## src/rtl/vga_text_sched_if.sv

```systemverilog
`default_nettype none
// ============================================================================
// Module      : vga_text_sched_if
// Description : Request handshakes and display write-port bundle for the
//               80x40 text-display write scheduler.
// Revision    : 1.0 - initial release
// ============================================================================
interface vga_text_sched_if;
    // game cell-write requester
    logic        g_valid;
    logic        g_ready;
    logic [11:0] g_addr;
    logic [7:0]  g_char;
    logic [7:0]  g_color;
    // status/score panel cell-write requester
    logic        s_valid;
    logic        s_ready;
    logic [11:0] s_addr;
    logic [7:0]  s_char;
    logic [7:0]  s_color;
    // cursor update
    logic        cur_valid;
    logic        cur_ready;
    logic [7:0]  cur_x;
    logic [7:0]  cur_y;
    // full-screen clear
    logic        clr_valid;
    logic        clr_ready;
    logic [7:0]  clr_color;
    // display write ports
    logic        wren;
    logic        wrencolor;
    logic [11:0] wraddress;
    logic [7:0]  wrdata;
    logic [7:0]  wcolor;
    logic        wrencursor;
    logic [1:0]  wcursorAddress;
    logic [7:0]  wcursor;
    // status
    logic        busy;
    logic        err;

    // requester side: drives requests, observes readys and display writes
    modport master (
        output g_valid, g_addr, g_char, g_color,
        output s_valid, s_addr, s_char, s_color,
        output cur_valid, cur_x, cur_y,
        output clr_valid, clr_color,
        input  g_ready, s_ready, cur_ready, clr_ready,
        input  wren, wrencolor, wraddress, wrdata, wcolor,
        input  wrencursor, wcursorAddress, wcursor,
        input  busy, err
    );

    // scheduler side
    modport slave (
        input  g_valid, g_addr, g_char, g_color,
        input  s_valid, s_addr, s_char, s_color,
        input  cur_valid, cur_x, cur_y,
        input  clr_valid, clr_color,
        output g_ready, s_ready, cur_ready, clr_ready,
        output wren, wrencolor, wraddress, wrdata, wcolor,
        output wrencursor, wcursorAddress, wcursor,
        output busy, err
    );
endinterface
`default_nettype wire

```

## src/rtl/vga_text_sched.sv

```systemverilog
`default_nettype none
// ============================================================================
// Module      : vga_text_sched
// Description : Single write scheduler for the vga80x40 text display.
//               Arbitrates game/status cell writes (round-robin on ties),
//               cursor updates and full-screen clear (clear > cursor > cell).
//               Optional macro VGA_TEXT_SCHED_BOUNDS_CHECK_EN drops
//               out-of-range cell writes (pulsing err) and clamps the cursor.
// Revision    : 1.0 - initial release
// ============================================================================
module vga_text_sched #(
    parameter int         COLS     = 80,
    parameter int         ROWS     = 40,
    parameter logic [7:0] CLR_CHAR = 8'h20
) (
    input  logic              clk25MHz,
    input  logic              reset,
    vga_text_sched_if.slave   bus
);
    localparam int          CELLS       = COLS * ROWS;
    localparam logic [11:0] c_LAST_ADDR = 12'(CELLS - 1);

    typedef enum logic [1:0] {
        ST_IDLE  = 2'd0,
        ST_CLEAR = 2'd1,
        ST_CUR_X = 2'd2,
        ST_CUR_Y = 2'd3
    } state_t;

    state_t      r_state, w_state_nxt;
    logic        r_last_s, w_last_s;      // 1: status won the last cell grant
    logic [7:0]  r_cur_y, w_cur_y_nxt;    // y held for the second cursor write

    logic        r_wren, w_wren;          // drives both wren and wrencolor
    logic [11:0] r_wraddress, w_wraddress;
    logic [7:0]  r_wrdata, w_wrdata;
    logic [7:0]  r_wcolor, w_wcolor;
    logic        r_wrencursor, w_wrencursor;
    logic [1:0]  r_wcursor_addr, w_wcursor_addr;
    logic [7:0]  r_wcursor, w_wcursor;
    logic        r_err, w_err;

    logic        w_idle, w_clr_go, w_cur_go, w_cell_ok, w_g_go, w_s_go;
    logic [11:0] w_cell_addr;
    logic [7:0]  w_cell_char, w_cell_color;
    logic        w_cell_oob;
    logic [7:0]  w_cur_x, w_cur_y;

    // priority and round-robin arbitration, only meaningful while idle
    assign w_idle    = (r_state == ST_IDLE);
    assign w_clr_go  = w_idle & bus.clr_valid;
    assign w_cur_go  = w_idle & bus.cur_valid & ~bus.clr_valid;
    assign w_cell_ok = w_idle & ~bus.clr_valid & ~bus.cur_valid;
    assign w_g_go    = w_cell_ok & bus.g_valid & (~bus.s_valid | r_last_s);
    assign w_s_go    = w_cell_ok & bus.s_valid & (~bus.g_valid | ~r_last_s);

    assign w_cell_addr  = w_g_go ? bus.g_addr  : bus.s_addr;
    assign w_cell_char  = w_g_go ? bus.g_char  : bus.s_char;
    assign w_cell_color = w_g_go ? bus.g_color : bus.s_color;

`ifdef VGA_TEXT_SCHED_BOUNDS_CHECK_EN
    localparam logic [11:0] c_CELLS = 12'(CELLS);
    localparam logic [7:0]  c_MAX_X = 8'(COLS - 1);
    localparam logic [7:0]  c_MAX_Y = 8'(ROWS - 1);

    assign w_cell_oob = (w_g_go | w_s_go) & (w_cell_addr >= c_CELLS);
    assign w_cur_x    = (bus.cur_x > c_MAX_X) ? c_MAX_X : bus.cur_x;
    assign w_cur_y    = (bus.cur_y > c_MAX_Y) ? c_MAX_Y : bus.cur_y;
`else
    assign w_cell_oob = 1'b0;
    assign w_cur_x    = bus.cur_x;
    assign w_cur_y    = bus.cur_y;
`endif

    assign bus.clr_ready = w_clr_go;
    assign bus.cur_ready = w_cur_go;
    assign bus.g_ready   = w_g_go;
    assign bus.s_ready   = w_s_go;
    assign bus.busy      = ~w_idle;

    // next state and next values of the registered write ports
    always_comb begin
        w_state_nxt    = r_state;
        w_last_s       = r_last_s;
        w_cur_y_nxt    = r_cur_y;
        w_wren         = 1'b0;
        w_wraddress    = r_wraddress;
        w_wrdata       = r_wrdata;
        w_wcolor       = r_wcolor;
        w_wrencursor   = 1'b0;
        w_wcursor_addr = r_wcursor_addr;
        w_wcursor      = r_wcursor;
        w_err          = 1'b0;
        unique case (r_state)
            ST_IDLE: begin
                if (w_clr_go) begin
                    // first clear write goes out with the accept; the
                    // address register then doubles as the sweep counter
                    w_state_nxt = ST_CLEAR;
                    w_wren      = 1'b1;
                    w_wraddress = 12'd0;
                    w_wrdata    = CLR_CHAR;
                    w_wcolor    = bus.clr_color;
                end else if (w_cur_go) begin
                    w_state_nxt    = ST_CUR_X;
                    w_wrencursor   = 1'b1;
                    w_wcursor_addr = 2'd0;
                    w_wcursor      = w_cur_x;
                    w_cur_y_nxt    = w_cur_y;
                end else if (w_g_go | w_s_go) begin
                    w_last_s = w_s_go;
                    if (w_cell_oob) begin
                        w_err = 1'b1;
                    end else begin
                        w_wren      = 1'b1;
                        w_wraddress = w_cell_addr;
                        w_wrdata    = w_cell_char;
                        w_wcolor    = w_cell_color;
                    end
                end
            end
            ST_CLEAR: begin
                // the last cell is being written this cycle: stop here so
                // the counter never runs past the final cell
                if (r_wraddress == c_LAST_ADDR) begin
                    w_state_nxt = ST_IDLE;
                end else begin
                    w_wren      = 1'b1;
                    w_wraddress = r_wraddress + 12'd1;
                end
            end
            ST_CUR_X: begin
                w_state_nxt    = ST_CUR_Y;
                w_wrencursor   = 1'b1;
                w_wcursor_addr = 2'd1;
                w_wcursor      = r_cur_y;
            end
            ST_CUR_Y: begin
                w_state_nxt = ST_IDLE;
            end
            default: begin
                w_state_nxt = ST_IDLE;
            end
        endcase
    end

    // state register, arbitration history and registered write ports
    always_ff @(posedge clk25MHz) begin
        if (reset) begin
            r_state        <= ST_IDLE;
            r_last_s       <= 1'b1;
            r_cur_y        <= 8'd0;
            r_wren         <= 1'b0;
            r_wraddress    <= 12'd0;
            r_wrdata       <= 8'd0;
            r_wcolor       <= 8'd0;
            r_wrencursor   <= 1'b0;
            r_wcursor_addr <= 2'd0;
            r_wcursor      <= 8'd0;
            r_err          <= 1'b0;
        end else begin
            r_state        <= w_state_nxt;
            r_last_s       <= w_last_s;
            r_cur_y        <= w_cur_y_nxt;
            r_wren         <= w_wren;
            r_wraddress    <= w_wraddress;
            r_wrdata       <= w_wrdata;
            r_wcolor       <= w_wcolor;
            r_wrencursor   <= w_wrencursor;
            r_wcursor_addr <= w_wcursor_addr;
            r_wcursor      <= w_wcursor;
            r_err          <= w_err;
        end
    end

    assign bus.wren           = r_wren;
    assign bus.wrencolor      = r_wren;
    assign bus.wraddress      = r_wraddress;
    assign bus.wrdata         = r_wrdata;
    assign bus.wcolor         = r_wcolor;
    assign bus.wrencursor     = r_wrencursor;
    assign bus.wcursorAddress = r_wcursor_addr;
    assign bus.wcursor        = r_wcursor;
    // without the bounds check r_err can never be set, so err stays 0
    assign bus.err            = r_err;
endmodule
`default_nettype wire

```

## src/flat_wrapper.sv

```systemverilog
// flat-port wrapper written by rule: the top's interface ports become plain ports
module vga_text_sched_flat 
#(
    parameter int         COLS     = 80,
    parameter int         ROWS     = 40,
    parameter logic [7:0] CLR_CHAR = 8'h20
)
  (clk25MHz, reset, bus_g_valid, bus_g_addr, bus_g_char, bus_g_color, bus_s_valid, bus_s_addr, bus_s_char, bus_s_color, bus_cur_valid, bus_cur_x, bus_cur_y, bus_clr_valid, bus_clr_color, bus_g_ready, bus_s_ready, bus_cur_ready, bus_clr_ready, bus_wren, bus_wrencolor, bus_wraddress, bus_wrdata, bus_wcolor, bus_wrencursor, bus_wcursorAddress, bus_wcursor, bus_busy, bus_err);
  vga_text_sched_if bus_i ();
  input  logic clk25MHz;
  input  logic reset;
  input wire logic [$bits(bus_i.g_valid)-1:0] bus_g_valid;
  input wire logic [$bits(bus_i.g_addr)-1:0] bus_g_addr;
  input wire logic [$bits(bus_i.g_char)-1:0] bus_g_char;
  input wire logic [$bits(bus_i.g_color)-1:0] bus_g_color;
  input wire logic [$bits(bus_i.s_valid)-1:0] bus_s_valid;
  input wire logic [$bits(bus_i.s_addr)-1:0] bus_s_addr;
  input wire logic [$bits(bus_i.s_char)-1:0] bus_s_char;
  input wire logic [$bits(bus_i.s_color)-1:0] bus_s_color;
  input wire logic [$bits(bus_i.cur_valid)-1:0] bus_cur_valid;
  input wire logic [$bits(bus_i.cur_x)-1:0] bus_cur_x;
  input wire logic [$bits(bus_i.cur_y)-1:0] bus_cur_y;
  input wire logic [$bits(bus_i.clr_valid)-1:0] bus_clr_valid;
  input wire logic [$bits(bus_i.clr_color)-1:0] bus_clr_color;
  output wire logic [$bits(bus_i.g_ready)-1:0] bus_g_ready;
  output wire logic [$bits(bus_i.s_ready)-1:0] bus_s_ready;
  output wire logic [$bits(bus_i.cur_ready)-1:0] bus_cur_ready;
  output wire logic [$bits(bus_i.clr_ready)-1:0] bus_clr_ready;
  output wire logic [$bits(bus_i.wren)-1:0] bus_wren;
  output wire logic [$bits(bus_i.wrencolor)-1:0] bus_wrencolor;
  output wire logic [$bits(bus_i.wraddress)-1:0] bus_wraddress;
  output wire logic [$bits(bus_i.wrdata)-1:0] bus_wrdata;
  output wire logic [$bits(bus_i.wcolor)-1:0] bus_wcolor;
  output wire logic [$bits(bus_i.wrencursor)-1:0] bus_wrencursor;
  output wire logic [$bits(bus_i.wcursorAddress)-1:0] bus_wcursorAddress;
  output wire logic [$bits(bus_i.wcursor)-1:0] bus_wcursor;
  output wire logic [$bits(bus_i.busy)-1:0] bus_busy;
  output wire logic [$bits(bus_i.err)-1:0] bus_err;
  assign bus_i.g_valid = bus_g_valid;
  assign bus_i.g_addr = bus_g_addr;
  assign bus_i.g_char = bus_g_char;
  assign bus_i.g_color = bus_g_color;
  assign bus_i.s_valid = bus_s_valid;
  assign bus_i.s_addr = bus_s_addr;
  assign bus_i.s_char = bus_s_char;
  assign bus_i.s_color = bus_s_color;
  assign bus_i.cur_valid = bus_cur_valid;
  assign bus_i.cur_x = bus_cur_x;
  assign bus_i.cur_y = bus_cur_y;
  assign bus_i.clr_valid = bus_clr_valid;
  assign bus_i.clr_color = bus_clr_color;
  assign bus_g_ready = bus_i.g_ready;
  assign bus_s_ready = bus_i.s_ready;
  assign bus_cur_ready = bus_i.cur_ready;
  assign bus_clr_ready = bus_i.clr_ready;
  assign bus_wren = bus_i.wren;
  assign bus_wrencolor = bus_i.wrencolor;
  assign bus_wraddress = bus_i.wraddress;
  assign bus_wrdata = bus_i.wrdata;
  assign bus_wcolor = bus_i.wcolor;
  assign bus_wrencursor = bus_i.wrencursor;
  assign bus_wcursorAddress = bus_i.wcursorAddress;
  assign bus_wcursor = bus_i.wcursor;
  assign bus_busy = bus_i.busy;
  assign bus_err = bus_i.err;
  vga_text_sched #(.COLS(COLS), .ROWS(ROWS), .CLR_CHAR(CLR_CHAR)) u_core (.clk25MHz(clk25MHz), .reset(reset), .bus(bus_i));
endmodule
```

## config.mk

```make
export PLATFORM = sky130hd
export DESIGN_NAME = vga_text_sched_flat
export DESIGN_NICKNAME = d
export VERILOG_FILES = /design/src/rtl/vga_text_sched_if.sv /design/src/rtl/vga_text_sched.sv /design/src/flat_wrapper.sv
export SDC_FILE = /design/constraint.sdc
export NUM_CORES = 1
export LEC_CHECK = 0
export ABC_AREA = 1
export CAP_MARGIN = 20
export CORE_UTILIZATION = 46
export DETAILED_ROUTE_END_ITERATION = 16
export MAX_ROUTING_LAYER = met4
export PLACE_DENSITY = 0.88
export SLEW_MARGIN = 20
export SYNTH_ARGS = -nofsm -noshare
export SYNTH_HDL_FRONTEND = slang
export SYNTH_SLANG_ARGS = --single-unit
```

## constraint.sdc

```tcl
create_clock -name clk25MHz -period 4.81 [get_ports clk25MHz]
set_clock_uncertainty 0.15 [all_clocks]
set_input_delay 1.2025 -clock clk25MHz [delete_from_list [all_inputs] [get_ports clk25MHz]]
set_output_delay 1.2025 -clock clk25MHz [all_outputs]
set_load 0.01 [all_outputs]
```

==> impl_metrics.tcl <==
set metrics [dict create \
    status "complete, no violations" \
    dpl.hpwl_um 6170 \
    worstRegToRegCells 8 \
    die-area_um2 6870 \
    synth_cell_types 26 \
    fp.coreArea_um2 6350 \
    edff_count_synth 0 \
    yosys_warnings 0 \
    mostFrequentLayoutCells "nand2_1 (170), clkdlybuf4s50_1 (130), inv_1 (95), nand3_1 (52), dfxtp_1 (50)" \
    finalHoldViolations 0 \
    reg2reg_setup_slack_ns 2.46 \
    slowest_delay_ns 0.52 \
    path_clk_slew_ns 0.11 \
    cts_tree "done" \
    layout_commonest_cell "nand2_1" \
    floorplan.rows 29 \
    synth_xor_xnor_area_share 0 \
    leakagePower_uw 0.00213 \
    worstSetupEndpointType "output pin" \
    grt_max_degree 37 \
    path_class "in2out" \
    final.min_clock_period_ns 4.09 \
    postSynthRegisterBits 50 \
    muxShareOfSynthArea 0 \
    fin_crit_sh 0.851 \
    via_count_of_the_first_global_routing_pass 3198 \
    timing.rr.end "u_core.bus.wraddress[3]$_SDFFE_PP0P_" \
    cts-resized-gates 0 \
    global_route.usage.met2 0.440 \
    global_route.usage.met1 0.283 \
    i_o_buffers 130 \
    layout-drive-gt1-share 0.0353 \
    min_from "u_core.r_cur_y[1]$_SDFFE_PP0P_" \
    crit_slowest_cell "clkdlybuf4s50_1" \
    tritoncts.num_buffers 5 \
    clock-root-buffer "clkbuf_8" \
    place_area_um2 4290 \
    antenna_left 0 \
    routed-via-count 3440 \
    met3_usage 0.0527 \
    filler_cell_count 574 \
    dominant_combinational_cell_family_by_area_after_synthesis "simple AND/OR/NAND/NOR gates" \
    placed_cells 692 \
    die_height_um 82.9 \
    final_design_area_no_fill_um2 4390 \
    ctsLongestPathBuffers 2 \
    maxSlewViolCount 0 \
    arrival_ns 2.74 \
    timing_worst_slew_pin_value_ns 1.03 \
    crit-reg2reg-launch "u_core.bus.wraddress[0]$_SDFFE_PP0P_" \
    synthesis.area_um2 3010 \
    wire_per_inst_um 11.9 \
    final_setup_violations 0 \
    highest_ir_drop_seen_on_vdd_uv 224 \
    hold-path-endpoint "u_core.r_cur_y[1]$_SDFFE_PP0P_" \
    list_of_cells_traversed_by_the_critical_path "clkdlybuf4s50_1 -> inv_1 -> nand3_2 -> nor2_1 -> nand2_1 -> inv_1 -> clkdlybuf4s50_1" \
    critical-path-top-delay-family "buffers and inverters" \
    grt_pass1_wl_um 14000 \
    rsz0062_at_grt "no" \
    place.gp.congestion 0.911 \
    relative_area_change_from_synthesis_to_final_layout_pct 45.7 \
    initial_drt_markers 240 \
    setup_tns_ns 0 \
    route.detailed.drc 0 \
    maxCapViolations 0 \
    synth-main-ff-cell "dfxtp_1" \
    final_wirelength_um 8300 \
    asyncSetResetFlopFracSynth 0 \
    die_width_um 82.9 \
    grtUsageTotal 0.248 \
    ios 133 \
    nets 709 \
    synth_fa_ha_area_frac 0.00416 \
    worstHoldPathCells 2 \
    firstDrtPassIters 5 \
    maxSlewHeadroom 0.311 \
    gr-total-overflow 0 \
    startpoint_type "primary input" \
    fmax_mhz 244 \
    number_of_antenna_violations_at_the_first_check_in_global_routing 0 \
    count_of_inserted_antenna_diode_cells 0 \
    cts_hold_repair.buffers 0 \
    post-cts-setup-buffer-count 0 \
    clock_insertion_delay_worst_skew_ns 0.30 \
    worst_ep_required_time_ns 3.46 \
    yosysSeqAreaShare 0.333 \
    cts.sink_count 50 \
    simple_gate_fraction_of_synth_area 0.392 \
    power.density_cell_area_nw_per_um2 269 \
    post_drt_via_cell_ratio 4.91 \
    post_synth.cell_area_avg_um2 5.96 \
    totalPowerFinal_uw 1180 \
    crit_fanout 5 \
    top_usage_layer "met2" \
    critPathBufInv 4 \
    post_synth_inst_count 505 \
    htreeDepth 2 \
    initial_core_util 0.474 \
    synth-compound-area-share 0.103 \
    timing.hold.worst.class "reg2reg" \
    final-instance-count-excl-fill 700 \
    hold-worst-slack_ns 0.322 \
]
==> flip-flops by register name, indices dropped and copies added, names as in the netlist, 2 cells and up <==
| name | flops |
|---|---|
| u_core.bus.wcolor | 8 |
| u_core.bus.wcursor | 8 |
| u_core.r_cur_y | 8 |
| u_core.bus.wraddress | 12 |
| u_core.r_state | 2 |
| u_core.bus.wrdata | 8 |
==> how the worst max path moves through the flow <==
stage / slack, ns / depth (start not counted) / to / from
global placement: 0.72 / 7 / bus_s_ready / bus_clr_valid
finish: 0.72 / 7 / bus_s_ready / bus_clr_valid
floorplan: 1.46 / 4 / bus_g_ready / bus_clr_valid
CTS: 0.71 / 7 / bus_s_ready / bus_clr_valid
detailed placement: 0.72 / 7 / bus_s_ready / bus_clr_valid
global route: 0.63 / 7 / bus_s_ready / bus_clr_valid
==> where the power goes <==
part | switching (uW) | leakage [uW] | internal [uW]
clock network | 155 | 0.0000491 | 107
logic | 213 | 0.00167 | 209
registers | 36.6 | 0.000412 | 460
total | 404 | 0.00213 | 776
==> per-layer routing <==
metal,vias up,share of wire
li1,1766,-
met1,1535,0.42
met2,131,0.50
met3,8,0.071
met4,0,0.0099
met5,-,0
==> cells by family after synthesis <==
kind of cell | after synthesis
AO/OA/AOI/OAI | 53
adder cells (fa/ha/maj) | 1
flip-flops | 50
AND/OR/NAND/NOR | 279
other | 1
buffers and inverters | 121
==> final cells by class <==
cell class                      instances  area [um^2]  area share
Tap cell                               77         96.3      0.0220
Clock inverter                          3         26.3     0.00599
Timing Repair Buffer                  132         1320       0.300
Sequential cell                        50         1000       0.228
Clock buffer                            5         68.8      0.0157
Inverter                               98          368      0.0839
Multi-Input combinational cell        335         1510       0.344
==> tightest hold or removal path, delay by kind of cell, from the launching register on <==
kind | cells | cell delay [ns]
flops | 1 | 0.32
simple gates | 1 | 0.06
compound gates | 1 | 0.05
==> through the flow <==
| step | utilization | setup WS [ns] |
|---|---|---|
| floorplan | - | 1.46 |
| global placement | 0.676 | 0.724 |
| detailed placement | 0.676 | 0.716 |
| CTS | 0.691 | 0.713 |
| global route | 0.691 | 0.627 |
| finish | 0.691 | 0.716 |
==> cells in the mapped netlist, types with 6 or more instances <==
library cell,count,share of area
o211ai_1,8,0.020
nor2_1,40,0.050
nand3_1,52,0.086
dfxtp_1,50,0.33
o21ai_0,13,0.022
a31oi_1,9,0.019
a21oi_1,20,0.033
nand2_1,170,0.21
clkbuf_1,9,0.011
buf_2,6,0.010
inv_1,95,0.12
Note: power is estimated with default switching activity, not from simulation.
